==> src/rtl/csa4.sv <==
// 4-bit carry-select adder with registered outputs.
// Low 2 bits ripple from cin; high 2 bits are precomputed for both carries and selected.
module csa4 (
  input  logic       clk,
  input  logic       rst_n,
  input  logic [3:0] a,
  input  logic [3:0] b,
  input  logic       cin,
  output logic       cout,
  output logic [3:0] sum
);

  // Gate-level full adder, returns {carry, sum}
  function automatic logic [1:0] full_add(input logic x, input logic y, input logic c);
    logic p;
    p = x ^ y;
    full_add = {(x & y) | (c & p), p ^ c};
  endfunction

  function automatic logic mux2(input logic sel, input logic d0, input logic d1);
    mux2 = (~sel & d0) | (sel & d1);
  endfunction

  logic [1:0] lo0_p0, lo1_p0;
  logic [1:0] hz0_p0, hz1_p0;
  logic [1:0] ho0_p0, ho1_p0;
  logic       lo_carry_p0;
  logic [3:0] sum_p0;
  logic       cout_p0;

  // Stage p0: combinational carry-select datapath
  always_comb begin
    lo0_p0      = full_add(a[0], b[0], cin);
    lo1_p0      = full_add(a[1], b[1], lo0_p0[1]);
    lo_carry_p0 = lo1_p0[1];

    hz0_p0 = full_add(a[2], b[2], 1'b0);
    hz1_p0 = full_add(a[3], b[3], hz0_p0[1]);
    ho0_p0 = full_add(a[2], b[2], 1'b1);
    ho1_p0 = full_add(a[3], b[3], ho0_p0[1]);

    sum_p0[0] = lo0_p0[0];
    sum_p0[1] = lo1_p0[0];
    sum_p0[2] = mux2(lo_carry_p0, hz0_p0[0], ho0_p0[0]);
    sum_p0[3] = mux2(lo_carry_p0, hz1_p0[0], ho1_p0[0]);
    cout_p0   = mux2(lo_carry_p0, hz1_p0[1], ho1_p0[1]);
  end

  // Stage p1: output register, cleared immediately by reset
  always_ff @(posedge clk or negedge rst_n) begin
    if (!rst_n) begin
      sum  <= 4'h0;
      cout <= 1'b0;
    end else begin
      sum  <= sum_p0;
      cout <= cout_p0;
    end
  end

endmodule

==> config.mk <==
export PLATFORM = sky130hd
export DESIGN_NAME = csa4
export DESIGN_NICKNAME = d
export VERILOG_FILES = /design/src/rtl/csa4.sv
export SDC_FILE = /design/constraint.sdc
export NUM_CORES = 1
export LEC_CHECK = 0
export BUFFER_PORTS_ARGS = -buffer_cell sky130_fd_sc_hd__clkbuf_2
export CAP_MARGIN = 40
export CELL_PAD_IN_SITES_DETAIL_PLACEMENT = 1
export CELL_PAD_IN_SITES_GLOBAL_PLACEMENT = 1
export CORE_AREA = 4 4 41 43
export DETAILED_ROUTE_END_ITERATION = 7
export DIE_AREA = 0 0 45 47
export PLACE_DENSITY = 0.64
export REMOVE_ABC_BUFFERS = 1
export SLEW_MARGIN = 20
export SYNTH_ARGS = -nofsm -noshare
export SYNTH_HDL_FRONTEND = slang
export SYNTH_SLANG_ARGS = --single-unit
==> constraint.sdc <==
create_clock -name clk -period 0.8 [get_ports clk]
set_input_delay 0.24 -clock clk [delete_from_list [all_inputs] [get_ports clk]]
set_output_delay 0.24 -clock clk [all_outputs]
set_load 0.1 [all_outputs]
Word level (Yosys, flattened, before mapping)
Index checks and enable logic that the tools add are counted.

Input port bits: 11. Output and inout port bits: 5. Memory bits (read-only): 0. Memory bits (writable): 0. Memories: 0. Bits in latches: 0. Register bits: 5.

Reductions and logical operators: 0. $mul: 0. Bitwise gates (word level): 32. $add $sub $neg: 0. Equality and inequality tests: 0. $lt $le $gt $ge: 0. Muxes and demuxes: 0. Shift-type cells: 0. Div/mod/pow operators: 0.

Operators by type and width (count): 1-bit AND (14); 1-bit OR (8); 1-bit XOR (8); 1-bit NOT (2).

Longest topological paths before layout
Gate-level depths: netlist of run 1.

Depth after elaboration: 8. Gate-level depth with buffers: 5.

Worst setup path before layout of run 1
No wires, ideal clock.

Kind: input-to-reg. Start: input a[0]. End: register sum[1]. Library setup time: 0.136 ns. Arrival time: 1.129 ns. Required time: 0.664 ns. Stages: 4. Path slack: -0.464 ns. Path buffers: 0. Cell sequence: inv_1 fa_1 inv_1 fa_1.

Cells in the longest elaborated chain, start to end: 4. Elaborated cells on any way between the ends: 5. Classes of those cells: bitwise: 5.

RTL lines: start: declaration (line 6) `input logic [3:0] a,`; 1-bit XOR (line 16) `p = x ^ y;`; 1-bit AND (line 17) `full_add = {(x & y) | (c & p), p ^ c};`; 1-bit OR (*) (line 17); 1-bit XOR (*) (line 17); via lo1_p0[0] (line 24) `logic [1:0] lo0_p0, lo1_p0;`; end signal: assignment (line 55) `sum <= sum_p0;`; end: declaration (line 10) `output logic [3:0] sum`.

Mark *: on every way through the listed nets, which the timed path passes. The rest lies on a longest branch.

Final worst setup path of run 1
Start: input cin. End: register sum[3].

Cells in the longest elaborated chain, start to end: 7. Elaborated cells on any way between the ends: 8. Classes of those cells: bitwise: 8.

RTL lines: start: declaration (line 8) `input logic cin,`; 1-bit AND (*) (line 17); 1-bit OR (*) (line 17); 1-bit AND (*) (line 17); 1-bit OR (*) (line 17); 1-bit NOT (line 21) `mux2 = (~sel & d0) | (sel & d1);`; 1-bit AND (line 21); 1-bit OR (*) (line 21); via sum_p0[3] (line 28) `logic [3:0] sum_p0;`.

Marks and branches as above.

==> results of run 1 <==
[metrics by stage]
| step | instance area [sq um] | total power [uW] | TNS (ps) | hold slack (ps) | setup slack, ps |
|---|---|---|---|---|---|
| after floorplan | 297 | 698 | -3500 | -55.6 | -464 |
| after global placement | 465 | 956 | -2530 | 60.1 | -588 |
| after detailed placement | 465 | 966 | -2560 | 61.1 | -609 |
| after CTS | 507 | 1280 | -2380 | 300 | -294 |
| after global routing | 523 | 1360 | -2520 | 318 | -307 |
| final | 523 | 1270 | -2240 | 319 | -273 |
[power by group through the flow]
| stage | logic [uW] | clock network, uW | registers, uW |
|---|---|---|---|
| 2_1_floorplan | 68.2 | 0 | 629 |
| 3_3_place_gp | 621 | 0 | 335 |
| 3_5_place_dp | 628 | 0 | 338 |
| 4_1_cts | 638 | 310 | 333 |
| 5_1_grt | 682 | 342 | 336 |
| 6_report | 648 | 294 | 332 |
[metal layers]
metal  vias to the layer above  wire [um]  GRT usage [%]  part of all wire [%]
met5                         -          0              0                     0
met4                         0         30           8.77                   5.0
met3                         4        104           4.60                    17
met2                        18        243           11.0                    40
met1                        92        223           7.49                    37
li1                        106          -              -                     -
[path summary, 6_finish.rpt]
path	start	end	slack [ps]	cells past startpoint
min	b[1]	sum[1]	320	2
max	cin	sum[3]	-270	6
max in group asynchronous	rst_n	sum[2]	310	2
min in group asynchronous	rst_n	sum[0]	350	2
[placed cells by master, fill, tap and decap left out]
cell type,n
mux2i_2,1
mux2i_1,1
buf_12,5
inv_1,6
buf_8,1
clkbuf_2,9
clkbuf_1,1
dlygate4sd3_1,1
ha_1,2
inv_4,1
fa_1,2
inv_2,3
dfrtp_1,5
clkbuf_4,3
fa_2,2
xor2_1,1
[timing repair]
action                                 4_1_cts  5_1_grt
setup buffers                                0        0
setup endpoints to repair                    9       10
gates resized for setup                      4        6
pin swaps                                    1        3
gates cloned                                 0        0
hold buffers                                 1        0
endpoints found under the hold margin        5        0
[critical path: cells and delay by family]
kind / cells / cell delay (ps)
adder cells (fa/ha/maj): 2 / 610
multiplexers: 1 / 220
buffers and inverters: 3 / 160
[cell families after synthesis]
| group | share of synthesized area [%] |
|---|---|
| buf+inv | 12.7 |
| xor+xnor | 2.95 |
| mux | 6.75 |
| flops | 42.2 |
| fa+ha+maj | 35.4 |
[area by class of cell]
class,instances,area (sq um)
clock buffers,4,26.3
fillers,155,778
flip-flops and latches,5,125
well taps,15,18.8
repair buffers,16,170
inverters,10,40.0
multi-input cells,9,143
[state kept, by name (all words and copies together), names as in the netlist]
| name | flops |
|---|---|
| cout | 1 |
| sum | 4 |
==> impl_results.md, run 1 <==
* Max clock buf depth at 2
* Maximum VDD drop at 0.000828 V
* Post-synthesis sequential area ratio at 42.2%
* Setup crit start kind: primary input
* Clock share of power at 23.0%
* Unrepaired setup endpoints after global routing: true
* GPL Wtd Cong at 0.644
* Num CTS Buffers at 3
* Drt first pass iters at 1
* Maximum clock rate at 0.932 GHz
* Max-slew violation count at 0
* First-pass GRT wire length at 1.04 mm
* Placed insts at 54
* Max cap viols at 0
* Worst path arrival time at 1230 ps
* Total number of vias at 220
* Netlist area before placement at 297 sq um
* Synthesized area per cell at 12.4 sq um
* Top FF cell, synth: dfrtp_1
* FFs w/ async S/R, synth at 100%
* Most instantiated library cell after synthesis: inv_1
* Critical path class: in2reg
* Initial antenna violation count at 0
* CP peak stage delay at 370 ps
* Core area at 1300 sq um
* Vias per cell at 3.73
* 1st-iter DRT viols at 0
* Row Count at 13
* Final WS setup at -273 ps
* Most frequent cells after synthesis: inv_1 (10), dfrtp_1 (5), fa_1 (4)
* Die H at 47 um
* Die width at 45 um
* Final WL at 603 um
* YS warnings at 0
* Crit. End Element: flop
* Final Setup Violations at 9
* DRC violations left at 0
* Status: complete, but fails checks
* Slew HR at 90.0%
* Worst Path Required at 960 ps
* CTS sink count at 5
* Synth area leader: dfrtp_1
* Share of power burned in combinational logic at 50.9%
* Clock-pin slew on the worst setup and hold paths at 40 ps
* Synth cell types at 6
* LEAKAGE at 0.000273 uW
* CTS tree: yes
* Fin crit share at 134%
* Largest net degree at the start of global routing at 6
* Total die area at 2120 sq um
* Slowest CP cell: fa_2
* Sw frac at 43.1%
* CP cell instances: buf_8 -> inv_4 -> fa_2 -> inv_2 -> fa_2 -> mux2i_2
* Vias in the first global route at 235
* Max FO, Critical Path at 3
* Total GRT Usage at 7.82%
* Starting Density at 22.8%
* Number of synthesized flops with an enable pin at 0
* Sequential Power Share at 26.1%
* Area share of the leading cell type in the synthesized netlist at 42.2%
* I/O pin count at 16
* Hpwl dp at 552 um
* Mapped Cells at 24
* Internal Power at 725 uW
* Htree depth at 1
* Tmin final at 1070 ps
* Failing checks: negative setup slack
* Power per cell area at 2440 nW/um^2
* Antenna Cells at 0
* Sw Pwr at 549 uW
* Layout Nets at 62
* Antenna Nets Post-Route at 0
* Post-Layout Cell Count at 59
* Register bit total from synthesis at 5
* Top post-synthesis cells by area: dfrtp_1 (42%), fa_1 (27%), inv_1 (13%)
* Final hold viol count at 0
* Routed len/inst at 10.2 um
* Area growth syn-to-layout at 76.4%
* Layout cells sized above 1 at 56.8%
* Hold Crit Class: in2reg
* Root Driver: clkbuf_4
* Worst-margin pin slew at 148 ps
* Number of port buffers at 15
* Final core area utilization at 40.2%
* Most used cell, CP: fa_2
* Congestion Overflow GR at 0
No activity file was read; power rests on OpenSTA's default activity.
==> inputs of run 2 (changes only) <==
RECOVER_POWER = 100   (was default)
clock period = 1.1 ns   (was 0.8 ns; I/O delays follow)
==> impl_results.md, run 2 (synthesis gave the netlist of run 1 again) <==
* Maximum clock rate at 0.852 GHz
* Status: complete, but fails checks
* Hpwl dp at 516 um (-6.5%)
* Max cap viols at 0 (unchanged)
* Vias per cell at 3.68 (-1.4%)
* Biggest register: sum
* Layout Nets at 62 (unchanged)
* Crit. End Element: flop
* Routed len/inst at 9.47 um (-7.3%)
* Fin crit share at 107%
* Total GRT Usage at 6.95% (-0.87 points)
* 1st-iter DRT viols at 0 (unchanged)
* Area of the multi-input gates at 139 sq um (-2.6%)
* I/O pin count at 16 (unchanged)
* Fin Setup TNS at -352 ps (+1890 ps)
* Largest registers: sum x4, cout x1
* Tmin final at 1170 ps
* Vias in the first global route at 246 (+4.7%)
* CTS tree: yes
* Antenna Nets Post-Route at 0 (unchanged)
* Num CTS Buffers at 3 (unchanged)
* Critical path class: in2reg
* Worst Path Required at 1210 ps (+250 ps)
* Max clock buf depth at 2 (unchanged)
* Number of port buffers at 15 (unchanged)
* Unrepaired setup endpoints after global routing: true
* Number of flip-flops in the largest register at 4 (unchanged)
* First-pass GRT wire length at 945 um (-9.2%)
* Slew HR at 83.9% (-6.0 points)
* Max FO, Critical Path at 1 (-2)
* Max-slew violation count at 0 (unchanged)
* Final WS setup at -73.8 ps (+199 ps)
* Power per cell area at 1750 nW/um^2 (-28%)
* Final hold viol count at 0 (unchanged)
* Total die area at 2120 sq um (unchanged)
* Setup crit start kind: primary input
* Post-Layout Cell Count at 59 (unchanged)
* Initial antenna violation count at 0 (unchanged)
* Final Setup Violations at 9 (unchanged)
* Failing checks: negative setup slack
* Congestion Overflow GR at 0 (unchanged)
* LEAKAGE at 0.000273 uW (-0.29%)
* Largest net degree at the start of global routing at 6 (unchanged)
* DRC violations left at 0 (unchanged)
* Antenna Cells at 0 (unchanged)
* Worst path arrival time at 1290 ps (+60 ps)
* Worst slack, placed at -421 ps (+188 ps)
* Commonest non-fill, non-tap cell in the layout: clkbuf_2
* # fillers at 153 (-1.3%)
* Row Count at 13 (unchanged)
* Maximum VDD drop at 0.000524 V (-37%)
* Drt first pass iters at 1 (unchanged)
* Final WL at 559 um (-7.3%)
* CTS sink count at 5 (unchanged)
* Placed insts at 54 (unchanged)
* Root Driver: clkbuf_4
* Clock-pin slew on the worst setup and hold paths at 50 ps (about the same)
* Hold Crit Class: in2reg
* Starting Density at 22.8% (unchanged)
* Most frequent cells in the layout: clkbuf_2 (7), inv_1 (6), dfrtp_1 (5), buf_12 (5)
* Setup bufs post-CTS at 0 (unchanged)
* Area growth syn-to-layout at 75.5%
* Reg area at 125 sq um (unchanged)
* Core area at 1300 sq um (unchanged)
* Htree depth at 1 (unchanged)
* Total number of vias at 217 (-1.4%)
* Worst-margin pin slew at 241 ps (+93.5 ps)
* Die width at 45 um (unchanged)
* GPL Wtd Cong at 0.644 (-0.11%)
* Die H at 47 um (unchanged)
* Layout cells sized above 1 at 52.3% (-4.5 points)
==> run 2: repair_timing <==
item | 4_1_cts | 5_1_grt
setup endpoints to repair | 9 | 9
hold endpoints to repair | 5 | 0
pin swaps | 0 | 3
resized for setup | 4 | 5
hold buffers | 1 | 0
==> run 2: per-layer routing <==
| layer | global-route usage [%] | part of all wire (%) |
|---|---|---|
| met4 | 7.02 | 0 |
| met3 | 4.21 | 17 |
| met2 | 10.7 | 48 |
| met1 | 6.10 | 35 |
| met5 | 0 | 0 |
==> run 2: final timing paths <==
| path | start | end | cells past startpoint |
|---|---|---|---|
| min in group asynchronous | rst_n | sum[1] | 2 |
| max in group asynchronous | rst_n | cout | 2 |
| worst max-delay path | a[0] | sum[1] | 5 |
| worst min-delay path | b[1] | sum[1] | 2 |
==> run 2: critical path, cell delays in order <==
cell	delay, ps
buf_6	70
inv_4	30
fa_2	370
inv_2	60
fa_2	420
==> run 2: report_power, final <==
group / switching [uW] / internal (uW)
sequential: 24.0 / 216
combinational: 292 / 170
clock: 73.2 / 137
total: 389 / 523
==> run 2: layout make-up <==
type / instances / area share, %
multi-input cells: 9 / 26.7
well taps: 15 / 3.61
clock buffers: 4 / 5.05
repair buffers: 16 / 32.9
inverters: 10 / 7.69
flip-flops and latches: 5 / 24.0
==> run 2: stage by stage <==
stage | power (uW) | utilization (%) | hold slack [ps] | area [sq um]
final | 912 | 40.0 | 400 | 520
after global routing | 956 | 40.0 | 396 | 520
after CTS | 929 | 38.9 | 401 | 507
after detailed placement | 698 | 35.8 | 146 | 465
after global placement | 691 | 35.8 | 147 | 465
after floorplan | 507 | - | 34.4 | 297
